[src/rtl/hazard_ctrl_if.sv]
// Pipeline-side signal bundle between the RV32I datapath and hazard_ctrl.
// The datapath drives the master side; the controller receives on the slave side.
interface hazard_ctrl_if;
  logic [31:0] inst_ID;
  logic [31:0] inst_EX;
  logic        nop_EX;
  logic        taken_EX;
  logic        dmem_req;
  logic        dmem_ready;
  logic        halt_WB;
  logic        PC_write;
  logic        IF_ID_write;
  logic        ID_EX_write;
  logic        EX_MEM_write;
  logic        IF_ID_flush;
  logic        ID_EX_flush;
  logic        fu;

  modport master (
    output inst_ID, inst_EX, nop_EX, taken_EX, dmem_req, dmem_ready, halt_WB,
    input  PC_write, IF_ID_write, ID_EX_write, EX_MEM_write,
           IF_ID_flush, ID_EX_flush, fu
  );

  modport slave (
    input  inst_ID, inst_EX, nop_EX, taken_EX, dmem_req, dmem_ready, halt_WB,
    output PC_write, IF_ID_write, ID_EX_write, EX_MEM_write,
           IF_ID_flush, ID_EX_flush, fu
  );
endinterface

[src/rtl/hazard_ctrl.sv]
// Pipeline sequencing controller for the 5-stage RV32I core: load-use bubbles,
// memory freeze, taken-redirect flushes, halt parking and stall/flush counters.
module hazard_ctrl #(
  parameter int CNT_W    = 16,
  parameter int MAX_WAIT = 64
) (
  input  logic             CLK,
  input  logic             RST,
  hazard_ctrl_if.slave     pipe,
  output logic             HALT,
  output logic             err_timeout,
  output logic [CNT_W-1:0] stall_cnt,
  output logic [CNT_W-1:0] flush_cnt,
  output logic [1:0]       state_dbg
);
  typedef enum logic [1:0] {
    RUN      = 2'd0,
    LD_STALL = 2'd1,
    MEM_WAIT = 2'd2,
    HALTED   = 2'd3
  } state_t;

  localparam int WAIT_W = $clog2(MAX_WAIT + 1);

  localparam logic [6:0] OP_R      = 7'b0110011;
  localparam logic [6:0] OP_IMM    = 7'b0010011;
  localparam logic [6:0] OP_LOAD   = 7'b0000011;
  localparam logic [6:0] OP_STORE  = 7'b0100011;
  localparam logic [6:0] OP_JALR   = 7'b1100111;
  localparam logic [6:0] OP_BRANCH = 7'b1100011;

  state_t            state, state_nx;
  logic [WAIT_W-1:0] wait_cnt;

  logic [6:0] op_id, op_ex;
  logic [4:0] rd_ex, rs1_id, rs2_id;
  logic       rs1_used, rs2_used;
  logic       load_use, frozen, redirect;
  logic       pc_we, ifid_we, idex_we, exmem_we, ifid_fl, idex_fl, halt_o;
  logic       unused_inst_bits;

  assign op_id  = pipe.inst_ID[6:0];
  assign rs1_id = pipe.inst_ID[19:15];
  assign rs2_id = pipe.inst_ID[24:20];
  assign op_ex  = pipe.inst_EX[6:0];
  assign rd_ex  = pipe.inst_EX[11:7];
  assign unused_inst_bits = ^{pipe.inst_ID[31:25], pipe.inst_ID[14:7],
                              pipe.inst_EX[31:12]};

  always_comb begin
    rs1_used = 1'b0;
    rs2_used = 1'b0;
    case (op_id)
      OP_R, OP_STORE, OP_BRANCH: begin
        rs1_used = 1'b1;
        rs2_used = 1'b1;
      end
      OP_IMM, OP_LOAD, OP_JALR: rs1_used = 1'b1;
      default: ;
    endcase
  end

  // Only checked in RUN: the cycle after a bubble or a memory release never
  // re-detects, so a single bubble always resolves the dependency.
  assign load_use = (state == RUN) && (op_ex == OP_LOAD) && !pipe.nop_EX &&
                    (rd_ex != 5'd0) &&
                    ((rs1_used && (rs1_id == rd_ex)) ||
                     (rs2_used && (rs2_id == rd_ex)));

  // dmem_req is the MEM stage's valid, dmem_ready the memory's ready; the
  // access completes in the cycle both are high, and the core freezes while
  // dmem_req is high and dmem_ready is low.
  assign frozen = pipe.dmem_req && !pipe.dmem_ready;

  always_comb begin
    state_nx = state;
    pc_we    = 1'b1;
    ifid_we  = 1'b1;
    idex_we  = 1'b1;
    exmem_we = 1'b1;
    ifid_fl  = 1'b0;
    idex_fl  = 1'b0;
    halt_o   = 1'b0;
    redirect = 1'b0;
    if (state == HALTED) begin
      pc_we    = 1'b0;
      ifid_we  = 1'b0;
      idex_we  = 1'b0;
      exmem_we = 1'b0;
      halt_o   = 1'b1;
    end else if (pipe.halt_WB) begin
      // Front end parks; EX/MEM and MEM/WB still load so the halt retires.
      pc_we    = 1'b0;
      ifid_we  = 1'b0;
      idex_we  = 1'b0;
      state_nx = HALTED;
    end else if (frozen) begin
      pc_we    = 1'b0;
      ifid_we  = 1'b0;
      idex_we  = 1'b0;
      exmem_we = 1'b0;
      state_nx = MEM_WAIT;
    end else if (pipe.taken_EX) begin
      ifid_fl  = 1'b1;
      idex_fl  = 1'b1;
      redirect = 1'b1;
      state_nx = RUN;
    end else if (load_use) begin
      pc_we    = 1'b0;
      ifid_we  = 1'b0;
      idex_fl  = 1'b1;
      state_nx = LD_STALL;
    end else begin
      state_nx = RUN;
    end
    if (RST) begin
      pc_we    = 1'b1;
      ifid_we  = 1'b1;
      idex_we  = 1'b1;
      exmem_we = 1'b1;
      ifid_fl  = 1'b0;
      idex_fl  = 1'b0;
      halt_o   = 1'b0;
      redirect = 1'b0;
      state_nx = RUN;
    end
  end

  always_ff @(posedge CLK) begin
    if (RST) begin
      state       <= RUN;
      stall_cnt   <= '0;
      flush_cnt   <= '0;
      err_timeout <= 1'b0;
      wait_cnt    <= '0;
    end else begin
      state <= state_nx;
      if ((state != HALTED) && !pc_we && (stall_cnt != '1))
        stall_cnt <= stall_cnt + 1'b1;
      if (redirect && (flush_cnt != '1))
        flush_cnt <= flush_cnt + 1'b1;
      // wait_cnt holds the number of frozen cycles completed in this wait.
      if (state_nx == MEM_WAIT) begin
        if (wait_cnt != WAIT_W'(MAX_WAIT))
          wait_cnt <= wait_cnt + 1'b1;
        if (wait_cnt >= WAIT_W'(MAX_WAIT - 1))
          err_timeout <= 1'b1;
      end else begin
        wait_cnt <= '0;
      end
    end
  end

  assign pipe.PC_write     = pc_we;
  assign pipe.IF_ID_write  = ifid_we;
  assign pipe.ID_EX_write  = idex_we;
  assign pipe.EX_MEM_write = exmem_we;
  assign pipe.IF_ID_flush  = ifid_fl;
  assign pipe.ID_EX_flush  = idex_fl;
  assign pipe.fu           = !RST && (state != HALTED) && (idex_we || idex_fl);
  assign HALT              = halt_o;
  assign state_dbg         = state;
endmodule

[src/flat_wrapper.sv]
// flat-port wrapper written by rule: the top's interface ports become plain ports
module hazard_ctrl_flat 
#(
  parameter int CNT_W    = 16,
  parameter int MAX_WAIT = 64
)
  (CLK, RST, HALT, err_timeout, stall_cnt, flush_cnt, state_dbg, pipe_inst_ID, pipe_inst_EX, pipe_nop_EX, pipe_taken_EX, pipe_dmem_req, pipe_dmem_ready, pipe_halt_WB, pipe_PC_write, pipe_IF_ID_write, pipe_ID_EX_write, pipe_EX_MEM_write, pipe_IF_ID_flush, pipe_ID_EX_flush, pipe_fu);
  hazard_ctrl_if pipe_i ();
  input  logic CLK;
  input  logic RST;
  output logic HALT;
  output logic err_timeout;
  output logic [CNT_W-1:0] stall_cnt;
  output logic [CNT_W-1:0] flush_cnt;
  output logic [1:0] state_dbg;
  input wire logic [$bits(pipe_i.inst_ID)-1:0] pipe_inst_ID;
  input wire logic [$bits(pipe_i.inst_EX)-1:0] pipe_inst_EX;
  input wire logic [$bits(pipe_i.nop_EX)-1:0] pipe_nop_EX;
  input wire logic [$bits(pipe_i.taken_EX)-1:0] pipe_taken_EX;
  input wire logic [$bits(pipe_i.dmem_req)-1:0] pipe_dmem_req;
  input wire logic [$bits(pipe_i.dmem_ready)-1:0] pipe_dmem_ready;
  input wire logic [$bits(pipe_i.halt_WB)-1:0] pipe_halt_WB;
  output wire logic [$bits(pipe_i.PC_write)-1:0] pipe_PC_write;
  output wire logic [$bits(pipe_i.IF_ID_write)-1:0] pipe_IF_ID_write;
  output wire logic [$bits(pipe_i.ID_EX_write)-1:0] pipe_ID_EX_write;
  output wire logic [$bits(pipe_i.EX_MEM_write)-1:0] pipe_EX_MEM_write;
  output wire logic [$bits(pipe_i.IF_ID_flush)-1:0] pipe_IF_ID_flush;
  output wire logic [$bits(pipe_i.ID_EX_flush)-1:0] pipe_ID_EX_flush;
  output wire logic [$bits(pipe_i.fu)-1:0] pipe_fu;
  assign pipe_i.inst_ID = pipe_inst_ID;
  assign pipe_i.inst_EX = pipe_inst_EX;
  assign pipe_i.nop_EX = pipe_nop_EX;
  assign pipe_i.taken_EX = pipe_taken_EX;
  assign pipe_i.dmem_req = pipe_dmem_req;
  assign pipe_i.dmem_ready = pipe_dmem_ready;
  assign pipe_i.halt_WB = pipe_halt_WB;
  assign pipe_PC_write = pipe_i.PC_write;
  assign pipe_IF_ID_write = pipe_i.IF_ID_write;
  assign pipe_ID_EX_write = pipe_i.ID_EX_write;
  assign pipe_EX_MEM_write = pipe_i.EX_MEM_write;
  assign pipe_IF_ID_flush = pipe_i.IF_ID_flush;
  assign pipe_ID_EX_flush = pipe_i.ID_EX_flush;
  assign pipe_fu = pipe_i.fu;
  hazard_ctrl #(.CNT_W(CNT_W), .MAX_WAIT(MAX_WAIT)) u_core (.CLK(CLK), .RST(RST), .pipe(pipe_i), .HALT(HALT), .err_timeout(err_timeout), .stall_cnt(stall_cnt), .flush_cnt(flush_cnt), .state_dbg(state_dbg));
endmodule
[config.mk]
export PLATFORM = sky130hd
export DESIGN_NAME = hazard_ctrl_flat
export DESIGN_NICKNAME = d
export VERILOG_FILES = /design/src/rtl/hazard_ctrl_if.sv /design/src/rtl/hazard_ctrl.sv /design/src/flat_wrapper.sv
export SDC_FILE = /design/constraint.sdc
export NUM_CORES = 1
export LEC_CHECK = 0
export ABC_AREA = 0
export ABC_CLOCK_PERIOD_IN_PS = 3110
export BUFFER_PORTS_ARGS = -buffer_cell sky130_fd_sc_hd__buf_4
export CAP_MARGIN = 10
export CELL_PAD_IN_SITES_DETAIL_PLACEMENT = 2
export CELL_PAD_IN_SITES_GLOBAL_PLACEMENT = 2
export CORE_MARGIN = 2
export CORE_UTILIZATION = 24
export CTS_BUF_LIST = sky130_fd_sc_hd__clkbuf_16
export DETAILED_ROUTE_END_ITERATION = 12
export PLACE_DENSITY_LB_ADDON = 0.1
export SYNTH_ARGS = -nofsm -noshare
export SYNTH_HDL_FRONTEND = slang
export SYNTH_SLANG_ARGS = --single-unit
[constraint.sdc]
create_clock -name CLK -period 3.11 [get_ports CLK]
set_clock_uncertainty 0.05 [all_clocks]
set_input_delay 0.622 -clock CLK [delete_from_list [all_inputs] [get_ports CLK]]
set_output_delay 0.622 -clock CLK [all_outputs]
set_load 0.1 [all_outputs]
==> results.cfg <==
[clock_tree]
cts_sinks = 42
clkSlewWorstSetupHoldPaths_ns = 0.06
cts_buffers = 5
cts_max_path_buffers = 2
insertion_delay_ns = 0.28
cts_setup_buffers = 0
root_buffer = clkbuf_16
cts_tree = built
ctsHoldBuffers = 0
ctsResizeCount = 0
htreeDepth = 2

[worst_hold_path]
worstHoldPathType = reg -> reg

[die]
die_y_um = 101
core_sq_um = 9150
start_util = 0.244
pin_count = 114
dieArea_sq_um = 10100
die_width_um = 101
num_rows = 35

[place]
gp_congestion = 0.692
hpwl_mm = 5.39
portBuffers = 78

[logic_synthesis]
ys_async_sr_fraction = 0
avgSynthCellArea_sq_um = 8.34
syn_inst = 268
yosys_warnings = 0
ys_ff_latch = 42
synth_flop_cell = dfxtp_1
synth_most_common_cell = dfxtp_1
yosysUniqueCellTypes = 46
synthesis.nets = 343
ys_seq_area_frac = 0.376
synth_area_leaders = dfxtp_1 38%, nor2_1 6.0%, xor2_1 5.9%, xnor2_1 5.5%, nand3_1 4.9%
yosys.area.top_type = dfxtp_1
netlist_area_sq_um = 2240
synth_edf_count = 0
netlist_top_cells_count = 42 x dfxtp_1, 36 x nor2_1, 22 x nand3_1
synth_top_area_share = 0.376

[job]
max_cap_viol_count = 0

[critical_path]
cp_num_buf_inv = 3
arrival_ns = 2.11
crit_top_cell = buf_4
cpPeakStageDelay_ns = 0.52
crit_chain = buf_4, or4_1, nor2_1, nor3_2, a31o_4, inv_4, buf_4
cp_max_fo = 4
crit_path_end_kind = primary output
cp.required_ns = 2.44
cpMaxStageDelayCell = or4_1
crit_family = simple AND/OR/NAND/NOR gates
critPathLaunchType = primary input
path_class = in -> out

[sta]
finalHoldViolCount = 0
rsz0062_at_grt = false
worst_hold_slack_ns = 0.427
slew_violations = 0
tightestPinTransition_ns = 0.571
fmaxAchievable_ghz = 0.359
slew-limit-headroom = 0.619
period_needed_ns = 2.78
finalSetupViolations = 0
min_period_over_period = 0.895

[grt]
grt_pass1_wl_mm = 11.9
grt_pass1_vias = 2369
antenna_found_initial = 0
grtUsageTotal = 0.146
overflow = 0
grt_max_degree = 27

[drt]
route.detailed.wl_per_inst_um = 15.4
drtIter0Drc = 31
totalWireLength_mm = 7.05
route.detailed.drc = 0
drtPass1Iterations = 4
vias = 2273
ant_nets = 0
vias_per_cell = 4.96

[finish]
synthToLayoutAreaGrowth_pct = 37.8
diodes = 0
final_nets = 421
drive_above_1_share = 0.277

[power]
p_total_w = 0.00125
cellPowerDensity_nw_per_um2 = 406
peakVddDrop_uv = 205
p_leak_nw = 1.23

[status]
outcome = complete, no violations
[worst paths after layout]
kind	from	end	slack, ns	depth (start not counted)
max	pipe_inst_EX[7]	pipe_PC_write	0.33	7
min	u_core.err_timeout$_SDFFE_PP0P_	u_core.err_timeout$_SDFFE_PP0P_	0.43	2
max reg2reg	u_core.state_dbg[1]$_SDFF_PP0_	u_core.stall_cnt[12]$_SDFFE_PP0P_	0.73	8
min reg2reg	u_core.err_timeout$_SDFFE_PP0P_	u_core.err_timeout$_SDFFE_PP0P_	0.43	2
[report_power, final]
part | switching, W | internal [W]
Combinational | 0.000129 | 0.0000662
Clock | 0.000215 | 0.000291
Sequential | 0.00000833 | 0.000543
Total | 0.000352 | 0.000900
[state kept, by name, indices dropped and copies added, names as in the netlist]
register / cells
u_core.flush_cnt: 16
u_core.stall_cnt: 16
u_core.wait_cnt: 7
u_core.state_dbg: 2
u_core.err_timeout: 1
[cell families (layout without fill, tap and decap cells)]
kind of cell	Yosys count	after routing	share of synthesized area
multiplexers	4	4	0.0185
adder cells (fa/ha/maj)	4	4	0.0224
flip-flops	42	42	0.376
AO/OA/AOI/OAI	46	46	0.136
AND/OR/NAND/NOR	125	125	0.295
buffers and inverters	18	97	0.0381
XOR/XNOR	29	29	0.114
[worst min-delay path, delay by kind of cell, from the launching register on]
family	cells	cell delay, ns
DFF	1	0.33
and+or+nand+nor	2	0.12
[cell usage in the layout, fill, tap and decap left out, types with 7 or more instances in the layout]
master and n:
xor2_1 15, inv_1 7, dfxtp_1 40, or4_1 10, buf_4 82, a21oi_1 19, o31ai_1 9, nand3_1 22
nor2_1 36, nand2_1 16, xnor2_1 14, and3_1 7, nand4_1 12
[area by class of cell]
| type | count | area [sq um] |
|---|---|---|
| Fill cell | 1053 | 6070 |
| Sequential cell | 42 | 843 |
| Clock inverter | 3 | 12.5 |
| Multi-Input combinational cell | 208 | 1320 |
| Timing Repair Buffer | 82 | 616 |
| Clock buffer | 5 | 125 |
| Inverter | 7 | 28.8 |
| Tap cell | 111 | 139 |
[through the flow]
step	setup WS (ns)	setup TNS (ns)	instance area, sq um	instances	util
6_report	0.326	0	3080	458	0.337
3_3_place_gp	0.322	0	2940	450	0.322
3_5_place_dp	0.319	0	2940	450	0.322
5_1_grt	0.276	0	3080	458	0.337
4_1_cts	0.313	0	3080	458	0.337
2_1_floorplan	-0.0736	-0.0736	2250	268	-
[layer usage]
| layer | part of all wire | vias to the layer above | GRT usage |
|---|---|---|---|
| met3 | 0.025 | 7 | 0.0257 |
| li1 | - | 1128 | - |
| met5 | 0 | - | 0 |
| met4 | 0.0086 | 0 | 0.0348 |
| met1 | 0.44 | 1112 | 0.182 |
| met2 | 0.52 | 26 | 0.263 |
Note: power is estimated with default switching activity, not from simulation.
